[src/rtl/snn_pkg.sv]
// Shared SPI register-slave definitions: frame geometry, FSM encoding and
// the named configuration register addresses.
package snn_pkg;

  localparam int SPI_FRAME_BITS = 16;
  localparam int SPI_ADDR_W     = 7;

  typedef enum logic [1:0] {
    ST_IDLE  = 2'd0,
    ST_CMD   = 2'd1,
    ST_DATA  = 2'd2,
    ST_DRAIN = 2'd3
  } spi_state_e;

  localparam logic [SPI_ADDR_W-1:0] REG_CTRL    = 7'h00;
  localparam logic [SPI_ADDR_W-1:0] REG_STATUS  = 7'h01;
  localparam logic [SPI_ADDR_W-1:0] REG_GAIN    = 7'h03;
  localparam logic [SPI_ADDR_W-1:0] REG_THRESH  = 7'h05;
  localparam logic [SPI_ADDR_W-1:0] REG_SCRATCH = 7'h0F;

  function automatic logic addr_in_range(input logic [SPI_ADDR_W-1:0] addr, input int num_regs);
    return int'(addr) < num_regs;
  endfunction

endpackage

[src/rtl/spi_reg_slave_sync2.sv]
// Two-flop synchronizer; RST_VAL is the idle level of the incoming signal.
module sync2 #(
  parameter logic RST_VAL = 1'b0
) (
  input  logic clk,
  input  logic reset,
  input  logic d,
  output logic q
);

  logic meta_q;
  logic sync_q;

  always_ff @(posedge clk) begin
    if (reset) begin
      meta_q <= RST_VAL;
      sync_q <= RST_VAL;
    end else begin
      meta_q <= d;
      sync_q <= meta_q;
    end
  end

  assign q = sync_q;

endmodule

[src/rtl/spi_reg_slave.sv]
// SPI mode-0 slave exposing NUM_REGS 8-bit configuration registers through
// 16-bit frames: {W, addr[6:0], data[7:0]}, MSB first.
module spi_reg_slave
  import snn_pkg::*;
#(
  parameter int NUM_REGS = 16
) (
  input  logic                    clk,
  input  logic                    reset,
  input  logic                    sclk,
  input  logic                    cs_n,
  input  logic                    mosi,
  output logic                    miso,
  output logic [NUM_REGS*8-1:0]   regs_flat,
  output logic                    wr_valid,
  output logic [SPI_ADDR_W-1:0]   wr_addr,
  output logic [7:0]              wr_data
);

  logic sclk_s, cs_s, mosi_s;
  logic sclk_q, cs_q;

  sync2 #(.RST_VAL(1'b0)) u_sync_sclk (.clk(clk), .reset(reset), .d(sclk), .q(sclk_s));
  sync2 #(.RST_VAL(1'b1)) u_sync_cs   (.clk(clk), .reset(reset), .d(cs_n), .q(cs_s));
  sync2 #(.RST_VAL(1'b0)) u_sync_mosi (.clk(clk), .reset(reset), .d(mosi), .q(mosi_s));

  logic sclk_rise, sclk_fall, cs_fall;
  assign sclk_rise = sclk_s & ~sclk_q;
  assign sclk_fall = ~sclk_s & sclk_q;
  assign cs_fall   = cs_q & ~cs_s;

  spi_state_e state_q, state_d;
  logic [3:0]  cnt_q, cnt_d;
  logic [14:0] rx_q, rx_d;
  logic [7:0]  tx_q, tx_d;
  logic        load_q, load_d;
  logic        read_q, read_d;
  logic        miso_q, miso_d;
  logic        wr_valid_q, wr_valid_d;
  logic [SPI_ADDR_W-1:0] wr_addr_q, wr_addr_d;
  logic [7:0]  wr_data_q, wr_data_d;
  logic [7:0]  regs_q [NUM_REGS];
  logic [7:0]  rd_byte;

  // Out-of-range addresses match no register, so they read back as zero.
  always_comb begin
    rd_byte = 8'h00;
    for (int i = 0; i < NUM_REGS; i++) begin
      if (rx_q[6:0] == 7'(i)) rd_byte = regs_q[i];
    end
  end

  always_comb begin
    state_d    = state_q;
    cnt_d      = cnt_q;
    rx_d       = rx_q;
    tx_d       = tx_q;
    load_d     = 1'b0;
    read_d     = read_q;
    miso_d     = miso_q;
    wr_valid_d = 1'b0;
    wr_addr_d  = wr_addr_q;
    wr_data_d  = wr_data_q;

    unique case (state_q)
      ST_IDLE: begin
        cnt_d = 4'd0;
        if (cs_fall) state_d = ST_CMD;
      end
      ST_CMD: begin
        if (sclk_rise) begin
          rx_d  = {rx_q[13:0], mosi_s};
          cnt_d = cnt_q + 4'd1;
          if (cnt_q == 4'd7) begin
            state_d = ST_DATA;
            read_d  = ~rx_q[6];
            load_d  = ~rx_q[6];
          end
        end
      end
      ST_DATA: begin
        if (sclk_rise) begin
          rx_d  = {rx_q[13:0], mosi_s};
          cnt_d = cnt_q + 4'd1;
          if (cnt_q == 4'(SPI_FRAME_BITS - 1)) begin
            state_d = ST_DRAIN;
            cnt_d   = 4'd0;
            if (rx_q[14] && addr_in_range(rx_q[13:7], NUM_REGS)) begin
              wr_valid_d = 1'b1;
              wr_addr_d  = rx_q[13:7];
              wr_data_d  = {rx_q[6:0], mosi_s};
            end
          end
        end
        // Bit 7 is already on miso from the load; shift only after rise 9 onward.
        if (sclk_fall && read_q && cnt_q >= 4'd9) begin
          tx_d   = {tx_q[6:0], 1'b0};
          miso_d = tx_q[6];
        end
        if (load_q) begin
          tx_d   = rd_byte;
          miso_d = rd_byte[7];
        end
      end
      ST_DRAIN: ;
      default: state_d = ST_IDLE;
    endcase

    if (cs_s) begin
      state_d    = ST_IDLE;
      cnt_d      = 4'd0;
      wr_valid_d = 1'b0;
    end
    if (state_d != ST_DATA || !read_d) miso_d = 1'b0;
  end

  always_ff @(posedge clk) begin
    if (reset) begin
      sclk_q     <= 1'b0;
      cs_q       <= 1'b1;
      state_q    <= ST_IDLE;
      cnt_q      <= 4'd0;
      rx_q       <= '0;
      tx_q       <= '0;
      load_q     <= 1'b0;
      read_q     <= 1'b0;
      miso_q     <= 1'b0;
      wr_valid_q <= 1'b0;
      wr_addr_q  <= '0;
      wr_data_q  <= '0;
    end else begin
      sclk_q     <= sclk_s;
      cs_q       <= cs_s;
      state_q    <= state_d;
      cnt_q      <= cnt_d;
      rx_q       <= rx_d;
      tx_q       <= tx_d;
      load_q     <= load_d;
      read_q     <= read_d;
      miso_q     <= miso_d;
      wr_valid_q <= wr_valid_d;
      wr_addr_q  <= wr_addr_d;
      wr_data_q  <= wr_data_d;
    end
  end

  // Register update lands on the same edge that raises wr_valid.
  generate
    for (genvar gi = 0; gi < NUM_REGS; gi++) begin : g_regs
      always_ff @(posedge clk) begin
        if (reset) begin
          regs_q[gi] <= 8'h00;
        end else if (wr_valid_d && wr_addr_d == 7'(gi)) begin
          regs_q[gi] <= wr_data_d;
        end
      end
      assign regs_flat[gi*8 +: 8] = regs_q[gi];
    end
  endgenerate

  assign miso     = miso_q;
  assign wr_valid = wr_valid_q;
  assign wr_addr  = wr_addr_q;
  assign wr_data  = wr_data_q;

endmodule

[config.mk]
export PLATFORM = sky130hd
export DESIGN_NAME = spi_reg_slave
export DESIGN_NICKNAME = d
export VERILOG_FILES = /design/src/rtl/snn_pkg.sv /design/src/rtl/spi_reg_slave_sync2.sv /design/src/rtl/spi_reg_slave.sv
export SDC_FILE = /design/constraint.sdc
export NUM_CORES = 1
export LEC_CHECK = 0
export CORE_UTILIZATION = 57
export DETAILED_ROUTE_END_ITERATION = 10
export GPL_ROUTABILITY_DRIVEN = 1
export PLACE_DENSITY = 0.89
export SETUP_SLACK_MARGIN = 0.3
export SYNTH_ARGS = -nofsm -noshare
export SYNTH_HDL_FRONTEND = slang
export SYNTH_SLANG_ARGS = --single-unit
[constraint.sdc]
create_clock -name clk -period 7.49 [get_ports clk]
set_clock_uncertainty 0.2 [all_clocks]
set_input_delay 0.749 -clock clk [delete_from_list [all_inputs] [get_ports clk]]
set_output_delay 0.749 -clock clk [all_outputs]
set_load 0.01 [all_outputs]
==> flow_summary.ini <==
[route]
drtIter0Drc = 1000
drtPass1Iterations = 6
wl_per_cell_um = 23.4
viasPerCell = 6.43
vias = 6759
drc = 0
ant_nets = 0
drt-total-wl_um = 24500

[setup_path]
crit_chain = ha_1 -> nand4b_1 -> nor3_4 -> buf_4 -> mux2i_1 -> or2_1 -> nor2_1
required_ns = 7.43
cpPeakStageDelay_ns = 0.94
cp_num_buf_inv = 1
cp_slowest_cell = or2_1
cpLargestDelayFamily = simple AND/OR/NAND/NOR gates
worstSetupEndpointType = flip-flop
r2r_start = cnt_q[0]$_SDFFE_PP0P_
critical_path_class = reg -> reg
cp-start-kind = flip-flop
r2r_cells = 7
crit_fanout = 31
r2r_slack_ns = 4.13
arrival_ns = 3.29
r2r-end = regs_q[1][42]$_SDFFCE_PN0P_

[floorplan]
num_rows = 43
die_h_um = 123
start_util = 0.595
die-width_um = 123
ios = 150
coreArea_um2 = 14100
dieArea_um2 = 15200

[timing]
layout_setup_ws_ns = 4.13
hold_viol = 0
clock.fmax_ghz = 0.298
tns_ns = 0
slew_viol_final = 0
worst_slew_pin_slew_ns = 1.21
finalSetupViolCount = 0
post-route-period-util = 0.448
rsz0062_at_grt = no
relSlewSlack = 0.192
post-route-min-period_ns = 3.36

[clock_tree]
clock_latency_ns = 0.43
cts_tree = done
cts_setup_buffers = 0
clock-sinks = 183
cts_hold_buf = 0
root_buffer = clkbuf_16
clkTransAtPathRegs_ns = 0.06
htreeDepth = 4
postCtsResizedCells = 0
cts-buffers-inserted = 17
cts_buffer_depth = 2

[global_routing]
grt_max_degree = 50
track_usage = 0.340
antenna_found_initial = 0
grt_pass1_vias = 6578
grt-ovfl-total = 0
grt_pass1_wl_um = 37300

[final_layout]
final_cells = 1051
antennaDiodeCount = 0
syn2layout_area_growth_pct = 23.7
drive_gt1_frac = 0.146
utilization = 0.736
nNetsFinal = 871

[synthesis]
yosysMostFrequentCell = edfxtp_1
ys_top_cells_by_area = edfxtp_1 46%, dfxtp_1 13%, nor2_1 4.9%
ys.flop_type = edfxtp_1
ys_top_cells_by_count = 128 x edfxtp_1, 109 x nor2_1, 62 x nand2_1, 55 x dfxtp_1, 45 x nor2_2
synth_top_area_frac = 0.459
postSynthCellCount = 741
synth_warnings = 0
synth_cell_types = 66
yosys.area.top_type = edfxtp_1
yosysSeqAreaShare = 0.590
synth_seq_cells = 183
synthArstFlopShare = 0
synth.avg_cell_area_um2 = 11.3
synth_enable_flop_cells = 128
syn_nets = 754
syn_area_um2 = 8380

[status]
status = finished, final reports clean

[placed_design]
dp_cells = 1019
pre_cts_ws_ns = 4.20
io_buffers = 149
place.gp.congestion = 0.978
dp_hpwl_um = 16700

[power_and_ir_drop]
powerDensity_nw_per_um2 = 198
pwr-share-seq = 0.547
p_sw_mw = 0.451
internal-power_mw = 1.60
p_leak_nw = 3.40
sw_frac_of_total = 0.219
p_clk_frac = 0.407
ir_drop_v = 0.000144
p_comb_frac = 0.047

[run]
drv_cap = 0

[min_path]
hold_end = u_sync_cs.q$_SDFF_PP1_
hold_depth = 1
hold_class = reg -> reg
min_from = u_sync_cs.meta_q$_SDFF_PP1_
==> stage by stage <==
step | total power [mW] | area [µm²] | hold slack, ns
CTS | 2.05 | 10400 | 0.220
global route | 2.10 | 10400 | 0.227
floorplan | 1.17 | 8380 | 0.189
finish | 2.06 | 10400 | 0.217
global placement | 1.24 | 9830 | 0.202
detailed placement | 1.24 | 9830 | 0.203
==> kinds of logic (layout without fill, tap and decap cells) <==
logic type / count (synthesis) / count (layout) / synth area share
AND/OR/NAND/NOR: 316 / 316 / 0.193
AO/OA/AOI/OAI: 111 / 111 / 0.0879
buffers and inverters: 78 / 208 / 0.0472
adder cells (fa/ha/maj): 8 / 8 / 0.0119
flip-flops: 183 / 183 / 0.590
multiplexers: 45 / 45 / 0.0699
==> placed cells by master, fill, tap and decap left out, drive strengths merged, types with 7 or more instances in the layout <==
cell           instances
nor2                 154
clkdlybuf4s50        149
edfxtp               128
nand2                 62
dfxtp                 55
a21oi                 39
mux2i                 27
inv                   19
clkbuf                18
nand3                 17
o22ai                 15
or2                   15
nor2b                 14
clkinv                13
nand4                 12
nor3                  11
mux4                  10
mux2                   8
ha                     8
o21ai                  7
o221ai                 7
==> flip-flops by register name, summed over array words and instances (netlist names), 2 cells and up <==
name     cells
state_q      2
wr_data      8
wr_addr      7
rx_q        15
cnt_q        4
tx_q         7
regs_q     128
==> cell type report <==
class	count	area (µm²)
Clock buffer	18	429
Clock inverter	14	111
Fill cell	911	3720
Inverter	21	78.8
Multi-Input combinational cell	480	3040
Sequential cell	183	4950
Tap cell	180	225
Timing Repair Buffer	155	1540
==> power by group through the flow <==
stage | clock network (mW) | logic [mW] | registers, mW
floorplan | 0 | 0.0268 | 1.15
global placement | 0 | 0.0929 | 1.14
detailed placement | 0 | 0.0954 | 1.14
CTS | 0.829 | 0.0962 | 1.12
global route | 0.876 | 0.102 | 1.12
finish | 0.835 | 0.0964 | 1.12
==> routing by layer <==
layer | track usage | wire length, µm | up-vias
li1 | - | - | 2894
met1 | 0.436 | 9120 | 3279
met2 | 0.544 | 11900 | 489
met3 | 0.0863 | 2580 | 97
met4 | 0.156 | 934 | 0
met5 | 0 | 0 | -
==> worst max-delay path by stage <==
stage	startpoint	end	slack, ns	cells after the start
floorplan	rx_q[13]$_SDFFE_PP0P_	regs_q[1][40]$_SDFFCE_PN0P_	4.92	6
global placement	reset	regs_q[0][31]$_SDFFCE_PN0P_	4.32	4
detailed placement	cnt_q[0]$_SDFFE_PP0P_	regs_q[1][2]$_SDFFCE_PN0P_	4.20	7
CTS	cnt_q[0]$_SDFFE_PP0P_	regs_q[1][2]$_SDFFCE_PN0P_	4.20	7
global route	cnt_q[0]$_SDFFE_PP0P_	regs_q[1][58]$_SDFFCE_PN0P_	3.96	7
finish	cnt_q[0]$_SDFFE_PP0P_	regs_q[1][42]$_SDFFCE_PN0P_	4.13	7
Note: power is estimated with default switching activity, not from simulation.
